$ cat src/rtl/dly_ld_sequencer.sv
// dly_ld_sequencer
//   Sequences delay programming for one byte lane of DDR3 PHY DQ/DM I/O cells.
//   Commands arrive on a valid/ready port. The block drives the shared delay bus
//   and one-hot set strobes, and tracks which cells hold staged values. On commit
//   it applies every staged value with one simultaneous ld pulse, then holds off
//   new commands for a settle interval. Runs in the clk_div domain of the cells.
//
// Ports
//   clk         clk_div-domain clock
//   rst_n       synchronous active-low reset
//   cmd_valid   command present
//   cmd_ready   command accepted on this edge if cmd_valid (high only in IDLE)
//   cmd_op      00 SET_ONE, 01 SET_ALL, 10 COMMIT, 11 CLEAR
//   cmd_lane    target cell for SET_ONE
//   cmd_dir     0 = output delay, 1 = input delay
//   cmd_delay   delay value (3 LSBs are the fine delay)
//   dly_data    shared delay bus; holds its last value outside SET
//   set_odelay  per-cell output-delay load strobe
//   set_idelay  per-cell input-delay load strobe
//   ld_odelay   per-cell output-delay apply strobe
//   ld_idelay   per-cell input-delay apply strobe
//   pend_out    cells with a staged, uncommitted output delay
//   pend_in     cells with a staged, uncommitted input delay
//   busy        high whenever the sequencer is not IDLE
//   err         one-cycle pulse when SET_ONE targets a non-existent cell
module dly_ld_sequencer #(
  parameter int NUM_LANES     = 10,
  parameter int LANE_W        = 4,
  parameter int SETTLE_CYCLES = 3
) (
  input  logic                 clk,
  input  logic                 rst_n,
  input  logic                 cmd_valid,
  output logic                 cmd_ready,
  input  logic [1:0]           cmd_op,
  input  logic [LANE_W-1:0]    cmd_lane,
  input  logic                 cmd_dir,
  input  logic [7:0]           cmd_delay,
  output logic [7:0]           dly_data,
  output logic [NUM_LANES-1:0] set_odelay,
  output logic [NUM_LANES-1:0] set_idelay,
  output logic [NUM_LANES-1:0] ld_odelay,
  output logic [NUM_LANES-1:0] ld_idelay,
  output logic [NUM_LANES-1:0] pend_out,
  output logic [NUM_LANES-1:0] pend_in,
  output logic                 busy,
  output logic                 err
);

  typedef enum logic [1:0] {IDLE, SET, LD, SETTLE} state_t;

  localparam logic [1:0] OP_SET_ONE = 2'b00;
  localparam logic [1:0] OP_SET_ALL = 2'b01;
  localparam logic [1:0] OP_COMMIT  = 2'b10;
  localparam logic [1:0] OP_CLEAR   = 2'b11;
  localparam logic [3:0] SETTLE_N   = 4'(SETTLE_CYCLES);

  state_t               state_q, state_d;
  logic [7:0]           dly_data_q, dly_data_d;
  logic [NUM_LANES-1:0] set_o_q, set_o_d;
  logic [NUM_LANES-1:0] set_i_q, set_i_d;
  logic [NUM_LANES-1:0] ld_o_q, ld_o_d;
  logic [NUM_LANES-1:0] ld_i_q, ld_i_d;
  logic [NUM_LANES-1:0] pend_out_q, pend_out_d;
  logic [NUM_LANES-1:0] pend_in_q, pend_in_d;
  logic                 err_q, err_d;
  logic [3:0]           cnt_q, cnt_d;
  logic                 cmd_ready_q, cmd_ready_d;
  logic                 busy_q;
  logic [NUM_LANES-1:0] lane_hot;
  logic [NUM_LANES-1:0] set_mask;
  logic                 lane_ok;

  always_comb begin
    state_d    = state_q;
    dly_data_d = dly_data_q;
    set_o_d    = '0;
    set_i_d    = '0;
    ld_o_d     = '0;
    ld_i_d     = '0;
    pend_out_d = pend_out_q;
    pend_in_d  = pend_in_q;
    err_d      = 1'b0;
    cnt_d      = cnt_q;
    set_mask   = '0;

    for (int i = 0; i < NUM_LANES; i++) begin
      lane_hot[i] = (int'(cmd_lane) == i);
    end
    lane_ok = (int'(cmd_lane) < NUM_LANES);

    unique case (state_q)
      IDLE: begin
        if (cmd_valid) begin
          unique case (cmd_op)
            OP_SET_ONE, OP_SET_ALL: begin
              set_mask = (cmd_op == OP_SET_ALL) ? '1 : lane_hot;
              if (cmd_op == OP_SET_ONE && !lane_ok) begin
                // Out-of-range lane: flag it and stay ready, nothing staged.
                err_d = 1'b1;
              end else begin
                state_d    = SET;
                dly_data_d = cmd_delay;
                if (cmd_dir) begin
                  set_i_d   = set_mask;
                  pend_in_d = pend_in_q | set_mask;
                end else begin
                  set_o_d    = set_mask;
                  pend_out_d = pend_out_q | set_mask;
                end
              end
            end
            OP_COMMIT: begin
              // Apply everything staged so far in one simultaneous ld pulse.
              state_d    = LD;
              ld_o_d     = pend_out_q;
              ld_i_d     = pend_in_q;
              pend_out_d = '0;
              pend_in_d  = '0;
            end
            OP_CLEAR: begin
              pend_out_d = '0;
              pend_in_d  = '0;
            end
            default: ;
          endcase
        end
      end
      SET: state_d = IDLE;
      LD: begin
        if (SETTLE_N == 4'd0) begin
          state_d = IDLE;
        end else begin
          state_d = SETTLE;
          cnt_d   = SETTLE_N;
        end
      end
      SETTLE: begin
        // cnt_q counts the remaining settle cycles including this one.
        cnt_d = cnt_q - 4'd1;
        if (cnt_q <= 4'd1) state_d = IDLE;
      end
      default: state_d = IDLE;
    endcase

    cmd_ready_d = (state_d == IDLE);
  end

  always_ff @(posedge clk) begin
    if (!rst_n) begin
      state_q     <= IDLE;
      dly_data_q  <= '0;
      set_o_q     <= '0;
      set_i_q     <= '0;
      ld_o_q      <= '0;
      ld_i_q      <= '0;
      pend_out_q  <= '0;
      pend_in_q   <= '0;
      err_q       <= 1'b0;
      cnt_q       <= '0;
      cmd_ready_q <= 1'b1;
      busy_q      <= 1'b0;
    end else begin
      state_q     <= state_d;
      dly_data_q  <= dly_data_d;
      set_o_q     <= set_o_d;
      set_i_q     <= set_i_d;
      ld_o_q      <= ld_o_d;
      ld_i_q      <= ld_i_d;
      pend_out_q  <= pend_out_d;
      pend_in_q   <= pend_in_d;
      err_q       <= err_d;
      cnt_q       <= cnt_d;
      cmd_ready_q <= cmd_ready_d;
      busy_q      <= !cmd_ready_d;
    end
  end

  assign cmd_ready  = cmd_ready_q;
  assign busy       = busy_q;
  assign dly_data   = dly_data_q;
  assign set_odelay = set_o_q;
  assign set_idelay = set_i_q;
  assign ld_odelay  = ld_o_q;
  assign ld_idelay  = ld_i_q;
  assign pend_out   = pend_out_q;
  assign pend_in    = pend_in_q;
  assign err        = err_q;

endmodule

$ cat config.mk
export PLATFORM = sky130hd
export DESIGN_NAME = dly_ld_sequencer
export DESIGN_NICKNAME = d
export VERILOG_FILES = /design/src/rtl/dly_ld_sequencer.sv
export SDC_FILE = /design/constraint.sdc
export NUM_CORES = 1
export LEC_CHECK = 0
export CORE_MARGIN = 2
export CORE_UTILIZATION = 40
export CTS_CLUSTER_SIZE = 24
export DETAILED_ROUTE_END_ITERATION = 8
export PLACE_DENSITY = 0.73
export SLEW_MARGIN = 40
export SYNTH_ARGS = -nofsm -noshare
export SYNTH_HDL_FRONTEND = slang
export SYNTH_SLANG_ARGS = --single-unit
$ cat constraint.sdc
create_clock -name clk -period 2.7 [get_ports clk]
set_clock_uncertainty 0.15 [all_clocks]
set_input_delay 0.54 -clock clk [delete_from_list [all_inputs] [get_ports clk]]
set_output_delay 0.54 -clock clk [all_outputs]
set_load 0.005 [all_outputs]
==> results of run 1 <==
synth_stat cells, types with 3 or more instances:
master / count
sky130_fd_sc_hd__nand3_1: 3
sky130_fd_sc_hd__clkbuf_1: 12
sky130_fd_sc_hd__a21oi_1: 8
sky130_fd_sc_hd__o32ai_1: 20
sky130_fd_sc_hd__nand2_1: 20
sky130_fd_sc_hd__nor2b_1: 5
sky130_fd_sc_hd__buf_2: 6
sky130_fd_sc_hd__nor2_1: 24
sky130_fd_sc_hd__nor3_1: 22
sky130_fd_sc_hd__a31oi_1: 3
sky130_fd_sc_hd__mux2i_1: 8
sky130_fd_sc_hd__dfxtp_1: 77
sky130_fd_sc_hd__inv_1: 24
registers in the layout (all words and copies together) (netlist names):
name and count:
ld_odelay 10, set_odelay 10, ld_idelay 10, err 1
pend_out 10, busy 1, dly_data 8, pend_in 10
set_idelay 10, state_q 2, cmd_ready 1, cnt_q 4
layer usage:
layer	vias to the layer above	track usage (%)	share of wire, %
li1	1040	-	-
met1	929	21.9	43
met2	95	26.1	45
met3	7	8.41	10
met4	0	6.60	1.2
met5	-	0	0
worst min-delay path by stage:
stage / slack (ns) / cells after the start / end
after floorplan: 0.30 / 2 / ld_idelay[0]
after global placement: 0.29 / 2 / dly_data[1]
after detailed placement: 0.30 / 2 / dly_data[0]
after CTS: 0.31 / 2 / dly_data[5]
after global routing: 0.33 / 2 / dly_data[0]
final: 0.31 / 2 / dly_data[0]
power by group:
part	switching [mW]	leakage [nW]	internal [mW]
clock network	0.440	0.0968	0.438
registers	0.0165	0.623	1.16
logic	0.0948	0.569	0.0919
worst max-delay path: cells and delay by family:
| kind | cells | cell delay, ns |
|---|---|---|
| AO/OA/AOI/OAI | 2 | 0.62 |
| buffers and inverters | 2 | 0.69 |
| AND/OR/NAND/NOR | 1 | 0.29 |
cells by family after synthesis:
| group | synth area share, % |
|---|---|
| mux | 3.15 |
| flops | 60.7 |
| compound gates | 13.1 |
| simple gates | 15.5 |
| fa+ha+maj | 0.985 |
| buf+inv | 6.65 |
layout make-up:
cell class                 instances  area [µm²]
sequential                        77        1540
fill                             534        2540
clock buffer                       9         124
inverter                          24        90.1
timing repair buffer              94         938
clock inverter                     7        80.1
multi-input combinational        134         835
tap                               77        96.3
per-stage QoR:
step | power, mW | utilization [%] | hold slack (ns) | cell area (µm²)
global route | 2.33 | 59.4 | 0.331 | 3700
CTS | 2.26 | 59.4 | 0.314 | 3700
global placement | 1.38 | 56.1 | 0.290 | 3500
detailed placement | 1.39 | 56.1 | 0.300 | 3500
floorplan | 1.29 | - | 0.297 | 2540
finish | 2.24 | 59.4 | 0.311 | 3700
==> results.cfg, run 1 <==
[synth]
asyncSetResetFlopFracSynth_pct = 0
most_area_consuming_cells_after_synthesis = sky130_fd_sc_hd__dfxtp_1, sky130_fd_sc_hd__o32ai_1, sky130_fd_sc_hd__nor3_1, sky130_fd_sc_hd__inv_1, sky130_fd_sc_hd__nor2_1
mappedNetlistNets = 274
synth_edf_count = 0
post_synth_inst_count = 254
synth_area_leader_cell = sky130_fd_sc_hd__dfxtp_1
syn_area_mm2 = 0.00254
netlist-cell-type-count = 32
syn-mean-instance-area_um2 = 10.0
ys_seq_area_share_pct = 60.7
yosys_top_cell_area_share_pct = 60.7
yosysWarningCount = 0
synth_ff_type = sky130_fd_sc_hd__dfxtp_1
synthesis_stage_register_bit_count = 77

[worst_hold_path]
hp-start = dly_data[0]
timing.hold.worst.class = flop to flop

[finish]
number_of_standard_cells_in_the_final_layout_excluding_fillers = 422
final_nets = 360
layout_commonest_cell = sky130_fd_sc_hd__clkdlybuf4s50_1
syn2layout_area_growth_pct = 45.9
drive_gt1_share_pct = 7.54
layout.cells.most_common_list = sky130_fd_sc_hd__clkdlybuf4s50_1, sky130_fd_sc_hd__dfxtp_1, sky130_fd_sc_hd__inv_1, sky130_fd_sc_hd__nor2_1, sky130_fd_sc_hd__nor3_1
antenna_cells = 0

[clock_network]
cts_setup_buffers = 0
cts_buf_count = 9
cts_max_level = 3
cts.path.max_buffers = 2
holdBufCountCts = 0
cts.sinks = 77
post_cts_resized = 0
tritoncts_clock_tree = built
clock_insertion_delay_worst_skew_ns = 0.34
root_buffer = sky130_fd_sc_hd__clkbuf_8
clk_transition_reported_paths_ns = 0.08

[status]
outcome = completed

[timing]
fmaxAchievable_mhz = 487
hold_viol_final = 0
maxSlewHeadroom_pct = 60.5
post_route_worst_setup_slack_ns = 0.647
finalCriticalPeriod_ns = 2.05
setup-tns-final_ns = 0
setup-violations-final = 0
final-max-slew-violation-count = 0
layout_worst_path_cycle_share_pct = 76.0
tightest_slew_ns = 0.584
grt_setup_unrepaired = no

[floorplanning]
coreArea_mm2 = 0.00624
start_util_pct = 40.7
number_of_top_level_pins = 89
num_rows = 29
floorplan.die_area_mm2 = 0.00700
dieHeight_um = 83.7
die_x_um = 83.7

[critical_path]
regToRegStartpoint = state_q[1]
cp_class = input port to flop
worst-endpoint-required_ns = 2.79
critical_path_launch_point_type = input port
crit-reg2reg-capture = ld_idelay[6]
critPathSlowestCell = sky130_fd_sc_hd__clkdlybuf4s50_1
worstPathMaxFanout = 43
critical_path.endpoint_type = flop
reg2reg_depth = 4
max_stage_delay_ns = 0.50
crit_chain = clkdlybuf4s50_1 -> or2_4 -> a211o_1 -> buf_12 -> o32ai_1
setup.worst_path.end = pend_in[4]
cp.arrival_ns = 2.15
critPathLaunch = cmd_lane[1]
reg2reg_slack_ns = 0.83

[detailed_routing]
firstDrtPassIters = 4
drt-total-wl_um = 5870
avgRoutedWirePerCell_um = 13.9
detailroute.via_count = 2071
vias_per_cell = 4.91
drc_errors = 0
dr_iter_0_viols = 125
number_of_nets_with_antenna_violations_after_routing = 0

[place]
gp_congestion = 0.789
post_dp_hpwl_um = 4140
placement.io_buffers = 88
dpl_worst_slack_ns = 0.303
numPlacedInstances = 406

[grt]
first_global_vias = 1963
global_route_wire_length_before_repair_um = 9470
grt.overflow.total = 0
grt_start_max_net_pins = 44
antenna_found_initial = 0
grtUsageTotal_pct = 17.5

[flow_run]
drv.max_cap_violation_count = 0

[power_and_ir_drop]
total_leakage_power_nw = 1.29
peakVddDrop_v = 0.000424
p_per_area_mw_per_mm2 = 604
Note: power is estimated with default switching activity, not from simulation.
==> run 2: changes to the inputs <==
--- a/config.mk
+++ b/config.mk
@@ -9,7 +9,7 @@
 export CORE_UTILIZATION = 40
 export CTS_CLUSTER_SIZE = 24
 export DETAILED_ROUTE_END_ITERATION = 8
-export PLACE_DENSITY = 0.73
+export PLACE_DENSITY = 0.76
 export SLEW_MARGIN = 40
 export SYNTH_ARGS = -nofsm -noshare
 export SYNTH_HDL_FRONTEND = slang
==> constraint.sdc (replaced) <==
create_clock -name clk -period 1.79 [get_ports clk]
set_clock_uncertainty 0.15 [all_clocks]
set_input_delay 0.358 -clock clk [delete_from_list [all_inputs] [get_ports clk]]
set_output_delay 0.358 -clock clk [all_outputs]
set_load 0.005 [all_outputs]
==> results.cfg, run 2 (same netlist as run 1, synthesis figures left out) <==
[status]
outcome = completed

[critical_path]
worst-endpoint-required_ns = 1.85
critical_path.endpoint_type = flop
worstPathMaxFanout = 10
cp.arrival_ns = 1.81
critical_path_launch_point_type = input port
cp_class = input port to flop

[timing]
hold_viol_final = 0
setup-tns-final_ns = 0
tightest_slew_ns = 0.713
layout_worst_path_cycle_share_pct = 97.9
maxSlewHeadroom_pct = 52.4
hold_ws_ns = 0.312
grt_setup_unrepaired = no
finalCriticalPeriod_ns = 1.75
fmaxAchievable_mhz = 570
final-max-slew-violation-count = 0
setup-violations-final = 0

[place]
gp_congestion = 0.794
placement.io_buffers = 88
post_dp_hpwl_um = 4440
numPlacedInstances = 430
dpl_cell_area_mm2 = 0.00368

[clock_network]
holdBufCountCts = 0
cts_buf_count = 9
cts_max_level = 3
clk_transition_reported_paths_ns = 0.08
cts.path.max_buffers = 2
tritoncts_clock_tree = built
root_buffer = sky130_fd_sc_hd__clkbuf_8
clock_insertion_delay_worst_skew_ns = 0.35
cts_setup_buffers = 0
cts.sinks = 77

[grt]
global_route_wire_length_before_repair_um = 10200
grt.overflow.total = 0
antenna_found_initial = 0
first_global_vias = 2117
grtUsageTotal_pct = 18.3
grt_start_max_net_pins = 41

[detailed_routing]
avgRoutedWirePerCell_um = 14.2
number_of_nets_with_antenna_violations_after_routing = 0
detailroute.via_count = 2164
drc_errors = 0
drt-total-wl_um = 6330
firstDrtPassIters = 4
dr_iter_0_viols = 141
vias_per_cell = 4.85

[power_and_ir_drop]
total_leakage_power_nw = 1.43
p_per_area_mw_per_mm2 = 869
peakVddDrop_v = 0.000516

[finish]
syn2layout_area_growth_pct = 57.1
layout.cells.most_common_list = sky130_fd_sc_hd__clkdlybuf4s50_1, sky130_fd_sc_hd__dfxtp_1, sky130_fd_sc_hd__buf_4
final_nets = 384
layout_commonest_cell = sky130_fd_sc_hd__clkdlybuf4s50_1
number_of_standard_cells_in_the_final_layout_excluding_fillers = 446
final_core_utilization_pct = 63.9
final.fill_count = 489
antenna_cells = 0
drive_gt1_share_pct = 16.5
final_area_mm2 = 0.00399

[flow_run]
drv.max_cap_violation_count = 0

[floorplanning]
coreArea_mm2 = 0.00624
number_of_top_level_pins = 89
dieHeight_um = 83.7
floorplan.die_area_mm2 = 0.00700
num_rows = 29
start_util_pct = 40.7
die_x_um = 83.7

[worst_hold_path]
timing.hold.worst.class = flop to flop
-- run 2: timing repair --
item	in CTS	in global routing
pin swaps	1	0
resized for setup	5	10
endpoints found under the setup margin	5	32
-- run 2: final cells by class --
cell class	instances	area, µm²	area share [%]
Inverter	24	90.1	2.26
Timing Repair Buffer	118	1120	28.2
Sequential cell	77	1540	38.6
Clock inverter	7	82.6	2.07
Tap cell	77	96.3	2.41
Multi-Input combinational cell	134	931	23.3
Clock buffer	9	124	3.10
-- run 2: path summary, 6_finish.rpt --
path                                  from           end  slack [ns]  cells past startpoint
worst max-delay path             cmd_op[1]    pend_in[7]        0.04                      5
worst min-delay path            pend_in[9]  ld_idelay[9]        0.31                      2
worst max register to register  state_q[0]    pend_in[0]        0.16                      4
worst min register to register  pend_in[9]  ld_idelay[9]        0.31                      2
-- run 2: worst max-delay path, cell delays in order --
cell and delay (ns):
sky130_fd_sc_hd__clkdlybuf4s50_1 0.63, sky130_fd_sc_hd__nor2b_1 0.09, sky130_fd_sc_hd__buf_4 0.17, sky130_fd_sc_hd__a31oi_1 0.42, sky130_fd_sc_hd__o32ai_1 0.13
-- run 2: layer usage --
metal | vias up | routed length, µm | global-route usage (%)
met1 | 982 | 2680 | 22.9
met4 | 0 | 95 | 7.48
li1 | 1086 | - | -
met5 | - | 0 | 0
met2 | 85 | 3110 | 29.0
met3 | 11 | 447 | 6.33
-- run 2: power breakdown --
group          switching [mW]  internal [mW]  total (mW)
Sequential             0.0195           1.75        1.77
Combinational           0.173          0.183       0.355
Clock                   0.683          0.665        1.35
Total                   0.875           2.59        3.47
-- run 2: per-stage QoR --
stage	power [mW]	setup WS, ns
2_1_floorplan	1.95	0.0733
3_3_place_gp	2.13	-0.335
3_5_place_dp	2.14	-0.419
4_1_cts	3.48	0.0326
5_1_grt	3.60	0.00104
6_report	3.47	0.0369
==> run 3: changes to the inputs <==
--- a/config.mk
+++ b/config.mk
@@ -10,7 +10,7 @@
 export CTS_CLUSTER_SIZE = 24
 export DETAILED_ROUTE_END_ITERATION = 8
 export PLACE_DENSITY = 0.76
-export SLEW_MARGIN = 40
+export SLEW_MARGIN = 20
 export SYNTH_ARGS = -nofsm -noshare
 export SYNTH_HDL_FRONTEND = slang
 export SYNTH_SLANG_ARGS = --single-unit
==> results of run 3 <==
The final DEF is identical to that of run 2; final timing and power are the same.
